[config.mk]
export PLATFORM = sky130hd
export DESIGN_NAME = cursor_nav
export DESIGN_NICKNAME = d
export VERILOG_FILES = /design/src/rtl/cursor_nav.sv
export SDC_FILE = /design/constraint.sdc
export NUM_CORES = 1
export LEC_CHECK = 0
export BUFFER_PORTS_ARGS = -buffer_cell sky130_fd_sc_hd__buf_2
export CORE_MARGIN = 10
export CORE_UTILIZATION = 50
export CTS_CLUSTER_DIAMETER = 200
export DETAILED_ROUTE_END_ITERATION = 16
export GPL_ROUTABILITY_DRIVEN = 0
export GPL_TIMING_DRIVEN = 0
export PLACE_DENSITY = 0.78
export SLEW_MARGIN = 0
export SYNTH_ARGS = -nofsm -noshare
export SYNTH_HDL_FRONTEND = slang
export SYNTH_SLANG_ARGS = --single-unit
[constraint.sdc]
create_clock -name clk -period 10.64 [get_ports clk]
set_input_delay 0.532 -clock clk [delete_from_list [all_inputs] [get_ports clk]]
set_output_delay 0.532 -clock clk [all_outputs]
set_load 0.005 [all_outputs]
[src/rtl/cursor_nav.sv]
// cursor_nav: board cursor that moves along a row or column, skipping over
// occupied cells one per cycle, and reports a selection on confirm.
// Optional feature: define CURSOR_WRAP_EN to let moves wrap around board edges.
module cursor_nav #(
  parameter int ROWS   = 5,
  parameter int COLS   = 5,
  parameter int CELL_W = 2
) (
  input  logic                        clk,
  input  logic                        rst,
  input  logic [ROWS*COLS*CELL_W-1:0] board,
  input  logic                        move_h,
  input  logic                        move_v,
  input  logic                        direction,
  input  logic                        confirm,
  output logic [$clog2(ROWS)-1:0]     cur_row,
  output logic [$clog2(COLS)-1:0]     cur_col,
  output logic                        busy,
  output logic                        moved,
  output logic                        blocked,
  output logic                        sel_valid,
  output logic [$clog2(ROWS)-1:0]     sel_row,
  output logic [$clog2(COLS)-1:0]     sel_col
);
  localparam int RW = $clog2(ROWS);
  localparam int CW = $clog2(COLS);
  localparam int BW = ROWS * COLS * CELL_W;
  localparam int IW = $clog2(BW);
  localparam logic [RW-1:0] RMAX = RW'(ROWS - 1);
  localparam logic [CW-1:0] CMAX = CW'(COLS - 1);

  typedef enum logic {IDLE, SCAN} state_t;

  state_t        state_q;
  logic          armed_q, mh_q, mv_q, cf_q;
  logic [RW-1:0] cur_row_q, cand_row_q, sel_row_q;
  logic [CW-1:0] cur_col_q, cand_col_q, sel_col_q;
  logic          axis_h_q, dir_q;
  logic          moved_q, blocked_q, sel_valid_q;
`ifdef CURSOR_WRAP_EN
  // Index of the candidate currently under examination (first candidate = 1).
  logic [4:0]    cnt_q;
`endif

  logic          scan, edge_h, edge_v, edge_c, ax_h, dir_s;
  logic [RW-1:0] src_row, nxt_row, nb_row_d;
  logic [CW-1:0] src_col, nxt_col, nb_col_d;
  logic          at_row, at_col, no_nb, stop_d, cand_empty, cur_empty;

  function automatic logic cell_empty(input logic [BW-1:0] b,
                                      input logic [RW-1:0] r,
                                      input logic [CW-1:0] c);
    logic [IW-1:0] idx;
    idx = IW'((int'(r) * COLS + int'(c)) * CELL_W);
    return b[idx +: CELL_W] == '0;
  endfunction

  // Edge detection and next-cell stepping, shared by the IDLE launch and SCAN advance.
  always_comb begin
    scan    = (state_q == SCAN);
    edge_h  = armed_q & move_h  & ~mh_q;
    edge_v  = armed_q & move_v  & ~mv_q;
    edge_c  = armed_q & confirm & ~cf_q;
    ax_h    = scan ? axis_h_q : edge_h;
    dir_s   = scan ? dir_q : direction;
    src_row = scan ? cand_row_q : cur_row_q;
    src_col = scan ? cand_col_q : cur_col_q;
    at_row  = dir_s ? (src_row == RMAX) : (src_row == '0);
    at_col  = dir_s ? (src_col == CMAX) : (src_col == '0);
    if (at_row)     nxt_row = dir_s ? '0 : RMAX;
    else if (dir_s) nxt_row = src_row + 1'b1;
    else            nxt_row = src_row - 1'b1;
    if (at_col)     nxt_col = dir_s ? '0 : CMAX;
    else if (dir_s) nxt_col = src_col + 1'b1;
    else            nxt_col = src_col - 1'b1;
    nb_row_d = ax_h ? src_row : nxt_row;
    nb_col_d = ax_h ? nxt_col : src_col;
`ifdef CURSOR_WRAP_EN
    // With wrap there is always a neighbour; a scan gives up once every
    // other cell on the line has been examined.
    no_nb  = 1'b0;
    stop_d = (cnt_q == (axis_h_q ? 5'(COLS - 1) : 5'(ROWS - 1)));
`else
    no_nb  = ax_h ? at_col : at_row;
    stop_d = no_nb;
`endif
    cand_empty = cell_empty(board, cand_row_q, cand_col_q);
    cur_empty  = cell_empty(board, cur_row_q, cur_col_q);
  end

  // Control FSM: launches scans, walks candidates, and drives registered pulses.
  always_ff @(posedge clk or posedge rst) begin
    if (rst) begin
      state_q     <= IDLE;
      armed_q     <= 1'b0;
      mh_q        <= 1'b0;
      mv_q        <= 1'b0;
      cf_q        <= 1'b0;
      cur_row_q   <= '0;
      cur_col_q   <= '0;
      cand_row_q  <= '0;
      cand_col_q  <= '0;
      sel_row_q   <= '0;
      sel_col_q   <= '0;
      axis_h_q    <= 1'b0;
      dir_q       <= 1'b0;
      moved_q     <= 1'b0;
      blocked_q   <= 1'b0;
      sel_valid_q <= 1'b0;
`ifdef CURSOR_WRAP_EN
      cnt_q       <= '0;
`endif
    end else begin
      // First cycle after reset only samples history, so a held input is not an edge.
      armed_q     <= 1'b1;
      mh_q        <= move_h;
      mv_q        <= move_v;
      cf_q        <= confirm;
      moved_q     <= 1'b0;
      blocked_q   <= 1'b0;
      sel_valid_q <= 1'b0;
      case (state_q)
        IDLE: begin
          if (edge_h | edge_v) begin
            if (no_nb) begin
              blocked_q <= 1'b1;
            end else begin
              cand_row_q <= nb_row_d;
              cand_col_q <= nb_col_d;
              axis_h_q   <= edge_h;
              dir_q      <= direction;
              state_q    <= SCAN;
`ifdef CURSOR_WRAP_EN
              cnt_q      <= 5'd1;
`endif
            end
          end else if (edge_c) begin
            if (cur_empty) begin
              sel_row_q   <= cur_row_q;
              sel_col_q   <= cur_col_q;
              sel_valid_q <= 1'b1;
            end else begin
              blocked_q <= 1'b1;
            end
          end
        end
        SCAN: begin
          if (cand_empty) begin
            cur_row_q <= cand_row_q;
            cur_col_q <= cand_col_q;
            moved_q   <= 1'b1;
            state_q   <= IDLE;
          end else if (stop_d) begin
            blocked_q <= 1'b1;
            state_q   <= IDLE;
          end else begin
            cand_row_q <= nb_row_d;
            cand_col_q <= nb_col_d;
`ifdef CURSOR_WRAP_EN
            cnt_q      <= cnt_q + 5'd1;
`endif
          end
        end
      endcase
    end
  end

  assign cur_row   = cur_row_q;
  assign cur_col   = cur_col_q;
  assign sel_row   = sel_row_q;
  assign sel_col   = sel_col_q;
  assign busy      = (state_q == SCAN);
  assign moved     = moved_q;
  assign blocked   = blocked_q;
  assign sel_valid = sel_valid_q;

endmodule
# Yosys cells after proc, flatten, opt, wreduce, memory -nomap -nowiden
# Index checks and enable logic that the tools add are counted.
# Widths: inputs -> output; s select.
[classes]
add_sub_neg = 6
mul = 2
n_eq_ne = 4
n_shift = 2
n_mux = 38
n_bitwise = 13
reduce_logical = 8
[op_table]
columns = ["cell", "count"]
rows = [
  ["$shiftx 50x7->2", 2],
  ["$mux 3", 15],
  ["$mux 1", 19],
  ["$pmux 3 s2", 2],
  ["$add 5x3->5", 2],
  ["$mul 3x3->5 const B", 2],
  ["$add 3x1->3 const B", 2],
  ["$and 1x1->1", 6],
  ["$eq 3x3->1 const B", 2],
  ["$logic_not 3->1", 2],
  ["$not 1->1", 6],
  ["$sub 3x1->3 const B", 2],
  ["$logic_not 2->1", 2],
  ["$ne 2x2->1 const B", 2],
  ["$pmux 1 s2", 2],
  ["$reduce_and 2->1", 2],
  ["$reduce_and 4->1", 1],
  ["$reduce_and 3->1", 1],
  ["$or 1x1->1", 1],
]
[word_totals]
ff_bits = 28
in_bits = 56
output_inout_bits = 16

# Longest topological paths before layout
[depth]
word_depth = 8
depth_mapped = 13
mapped_depth_nobuf = 10

# Worst setup path after synthesis
# No wires, ideal clock.
[synth_path]
path_type = "register to register"
start = "reg cur_row_q[2] (netlist: cur_row[2])"
end = "reg sel_row_q[2] (netlist: sel_row[2])"
setup_ps = 125
t_arrival_ps = 3253
path_slack_ps = 7262
stages_incl_launch_ff = 11
synth_period_minus_slack_ps = 3378
cell_sequence = "dfrtp_1 > ha_1 > ha_1 > fa_1 > xnor2_2 > mux4_2 > a211oi_1 > mux2_4 > a211oi_4 > nand2_4 > mux2_4"
[synth_via]
elab_chain_len = 5
[synth_lines]
columns = ["item", "line", "text"]
rows = [
  ["start, declared", "36", "logic [RW-1:0] cur_row_q, cand_row_q, sel_row_q;"],
  ["start signal, assigned", "149", "cur_row_q <= cand_row_q;"],
  ["$mul 3x3->5", "54", "idx = IW'((int'(r) * COLS + int'(c)) * CELL_W);"],
  ["$add 5x3->5", "54", ""],
  ["$shiftx 50x7->2", "55", "return b[idx +: CELL_W] == '0;"],
  ["$logic_not 2->1", "55", ""],
  ["$reduce_and 4->1 (no source line)", "-", ""],
  ["end signal, assigned", "139", "sel_row_q <= cur_row_q;"],
  ["end, declared", "36", ""],
]
# Parallel ways exist; a longest one is shown, timed or not.
# A chain may end at the register's enable or synchronous reset.

# Worst setup path in the final report
[layout_path]
start = "reg cand_row_q[0]"
end = "reg cand_row_q[1]"
[layout_via]
elab_chain_len = 8
word_cells_on_any_way = 20
classes_between = "add/sub (3); mul (1); eq/ne (2); shift (1); mux (10); reduce/logical (3)"
[layout_lines]
columns = ["item", "line", "text"]
rows = [
  ["start, declared", "36", ""],
  ["start signal, assigned", "128", "cand_row_q <= nb_row_d;"],
  ["start signal, assigned", "157", "cand_row_q <= nb_row_d;"],
  ["parallel branches: the longest is 8 deep, another holds $mul 3x3->5", "-", ""],
]
# Parallel ways; which one is timed is not known. The select of a mux whose other input is x is not followed.

==> metrics.yaml <==
synth_fp_nets: 321
grt_pass1_wl_um: 11700
powerDensity_nw_per_um2: 375
synth_top_area_frac: 0.285
remaining_drc_errors: 0
fp.coreArea_um2: 4750
cp-start-kind: "flop"
post-cts-setup-buffers: 0
synthAdderAreaFrac: 0.114
synth.top_cells.by_area: "dfrtp_1 28%, mux2_2 8.2%, ha_1 8.1%"
cp.arrival_ns: 4.02
hpwlAfterDp_um: 5640
dpl.cell_count: 383
critPathSlowestCell: "fa_1"
path_depth: 12
cts-root-buf: "clkbuf_8"
fin_worst_skew_ns: 0.00298
hold_viol: 0
mappedNetlistArea_um2: 2460
maxSlewViolCount: 0
dieArea_um2: 8130
port-buffer-count: 71
worst_slack_ns: 6.78
drtPass1Iterations: 5
worstMarginPinSlew_ns: 1.04
synth_top_family_by_area: "multiplexers"
finalPower_mw: 1.12
min_period_ns: 3.86
clkLatencyLatePin_ns: 0.27
max_freq_mhz: 259
vias: 2303
synth_edf_count: 0
synthFlopType: "dfrtp_1"
ctsHoldBuffers: 0
synthArstFlopShare: 1.00
end_kind: "flop"
cap_violations: 0
grt.total_usage: 0.171
worst-path-buf-inv: 2
grt-ovfl-total: 0
required_ns: 10.81
final_antenna_net_count: 0
finalCritPeriodShare: 0.362
layout-drive-gt1-share: 0.378
syn_inst: 245
hp-class: "in2reg"
post_drt_via_cell_ratio: 5.95
ios: 72
synth-xor-area-share: 0.0422
avgRoutedWirePerCell_um: 18.1
clock_sinks: 28
holdWs_ns: 0.373
fillers: 413
yosys.area_share.simple: 0.150
ys_types: 57
outcome: "finished clean"
drt_iter0_drc: 230
finalNonFillerCells: 387
cp_max_fo: 10
grt_max_degree: 29
start_util: 0.518
leakagePower_nw: 1.48
yosys_warnings: 0
diodes: 0
synth_mux_area_frac: 0.188
critPathMostFrequentCell: "ha_1"
area_delta_synth_final_pct: 20.7
first_global_vias: 2371
setup_viol: 0
max-vdd-ir-drop_mv: 0.201
cts_tree: "built"
hold_path_depth: 1
slowest_delay_ns: 0.53
synth_compound_area_frac: 0.184
syn_area_per_cell_um2: 10.1
final_area_um2: 2970
rsz0062_at_grt: "false"
cp_top_family: "adder cells"
setup.worst_path.class: "reg2reg"
numCtsBuffers: 3
die_w_um: 90.2
place_ws_ns: 6.85
cts-resized-gates: 0
crit_chain: "ha_1 -> ha_1 -> fa_1 -> buf_2 -> clkbuf_1 -> o211ai_1 -> a21oi_1 -> nor4_1 -> a22oi_1 -> o211ai_2 -> a21oi_4 -> mux2_2"
cts.clk_slew.worst_paths_ns: 0.09
synth.ff_latch_count: 28
clockBufferDepth: 2
htreeDepth: 1
setup_tns_ns: 0
max-slew-margin-rel: 0.303
yosysTopAreaCell: "dfrtp_1"
ys_seq_area_frac: 0.285
rows: 25
die_y_um: 90.2
drt_wl_total_um: 7000
num-nets-final: 397
dpl-instance-area_um2: 2900
ff2ff_path_depth: 12
antenna_found_initial: 0
fin_util: 0.625
## cells by family after synthesis
kind of cell,count (synthesis)
AO/OA/AOI/OAI,58
XOR/XNOR,11
adder cells (fa/ha/maj),20
buffers and inverters,20
flip-flops,28
multiplexers,34
other,1
AND/OR/NAND/NOR,73
## power by group
part	internal (mW)	switching (mW)	total, mW
logic	0.385	0.453	0.839
registers	0.143	0.0504	0.194
clock network	0.0504	0.0322	0.0826
## final cells by class
class / instances / area (um^2) / area share
Timing Repair Buffer: 71 / 355 / 0.120
Clock inverter: 1 / 30.0 / 0.0101
Clock buffer: 3 / 41.3 / 0.0139
Sequential cell: 28 / 701 / 0.236
Inverter: 10 / 37.5 / 0.0126
Buffer: 10 / 52.6 / 0.0177
Tap cell: 67 / 83.8 / 0.0282
Multi-Input combinational cell: 197 / 1670 / 0.562
## cells in the final DEF (no fill, tap or decap), types with 2 or more instances in the layout
master and count:
o211ai_1 4, clkbuf_8 3, mux2_2 18, mux2i_1 3
nand2_1 10, a311oi_1 2, inv_1 9, nor2b_1 2
clkbuf_1 2, a31oi_1 2, o31ai_1 3, a211oi_1 5
nor3_1 18, o21ai_0 5, mux2_4 7, a22o_1 3
ha_1 16, nor3b_1 4, xor2_1 5, nor2_1 23
o21ai_1 2, buf_2 77, or3_1 3, nor4_1 6
a21o_1 3, o22ai_1 2, o211a_1 2, o41ai_1 2
fa_1 4, o21a_1 2, xnor2_1 5, a2111oi_0 4
mux4_2 5, a21oi_1 7, dfrtp_1 28
## Yosys cell counts, drive strengths merged, types with 3 or more instances
master,count
dfrtp,28
mux2,26
nor2,23
nor3,18
ha,16
nand2,11
inv,10
a21oi,8
buf,8
o21ai,7
a211oi,6
nor4,6
xnor2,6
mux4,5
o211ai,5
xor2,5
a2111oi,4
fa,4
nor3b,4
a21o,3
a22o,3
mux2i,3
o31ai,3
or3,3
## worst reg2reg max path: cells and delay by family, from the launching register on
kind,cells,cell delay [ns]
AO/OA/AOI/OAI,5,1.11
adder cells (fa/ha/maj),3,1.18
multiplexers,1,0.37
buffers and inverters,2,0.56
flip-flops,1,0.46
AND/OR/NAND/NOR,1,0.07
## final timing paths
path | start | slack [ns] | end
max | cand_row_q[0] | 6.78 | cand_row_q[1]
min | confirm | 0.37 | cf_q
max reg2reg | cand_row_q[0] | 6.78 | cand_row_q[1]
min reg2reg | sel_row[2] | 0.51 | sel_row[2]
max in group asynchronous | rst | 9.51 | cur_row[0]
min in group asynchronous | rst | 0.50 | sel_valid
## sequential cells by signal, indices dropped and copies added (netlist names), 3 cells and up
register,flops
cand_col_q,3
cand_row_q,3
cur_col,3
cur_row,3
sel_col,3
sel_row,3
## per-layer routing
layer  wire length, um  global-route usage  share of wire
met5                 0                   0              0
met4               176              0.0464          0.025
met3               495              0.0382          0.071
met2              3590               0.302           0.51
met1              2730               0.202           0.39
No activity file was read; power rests on OpenSTA's default activity.
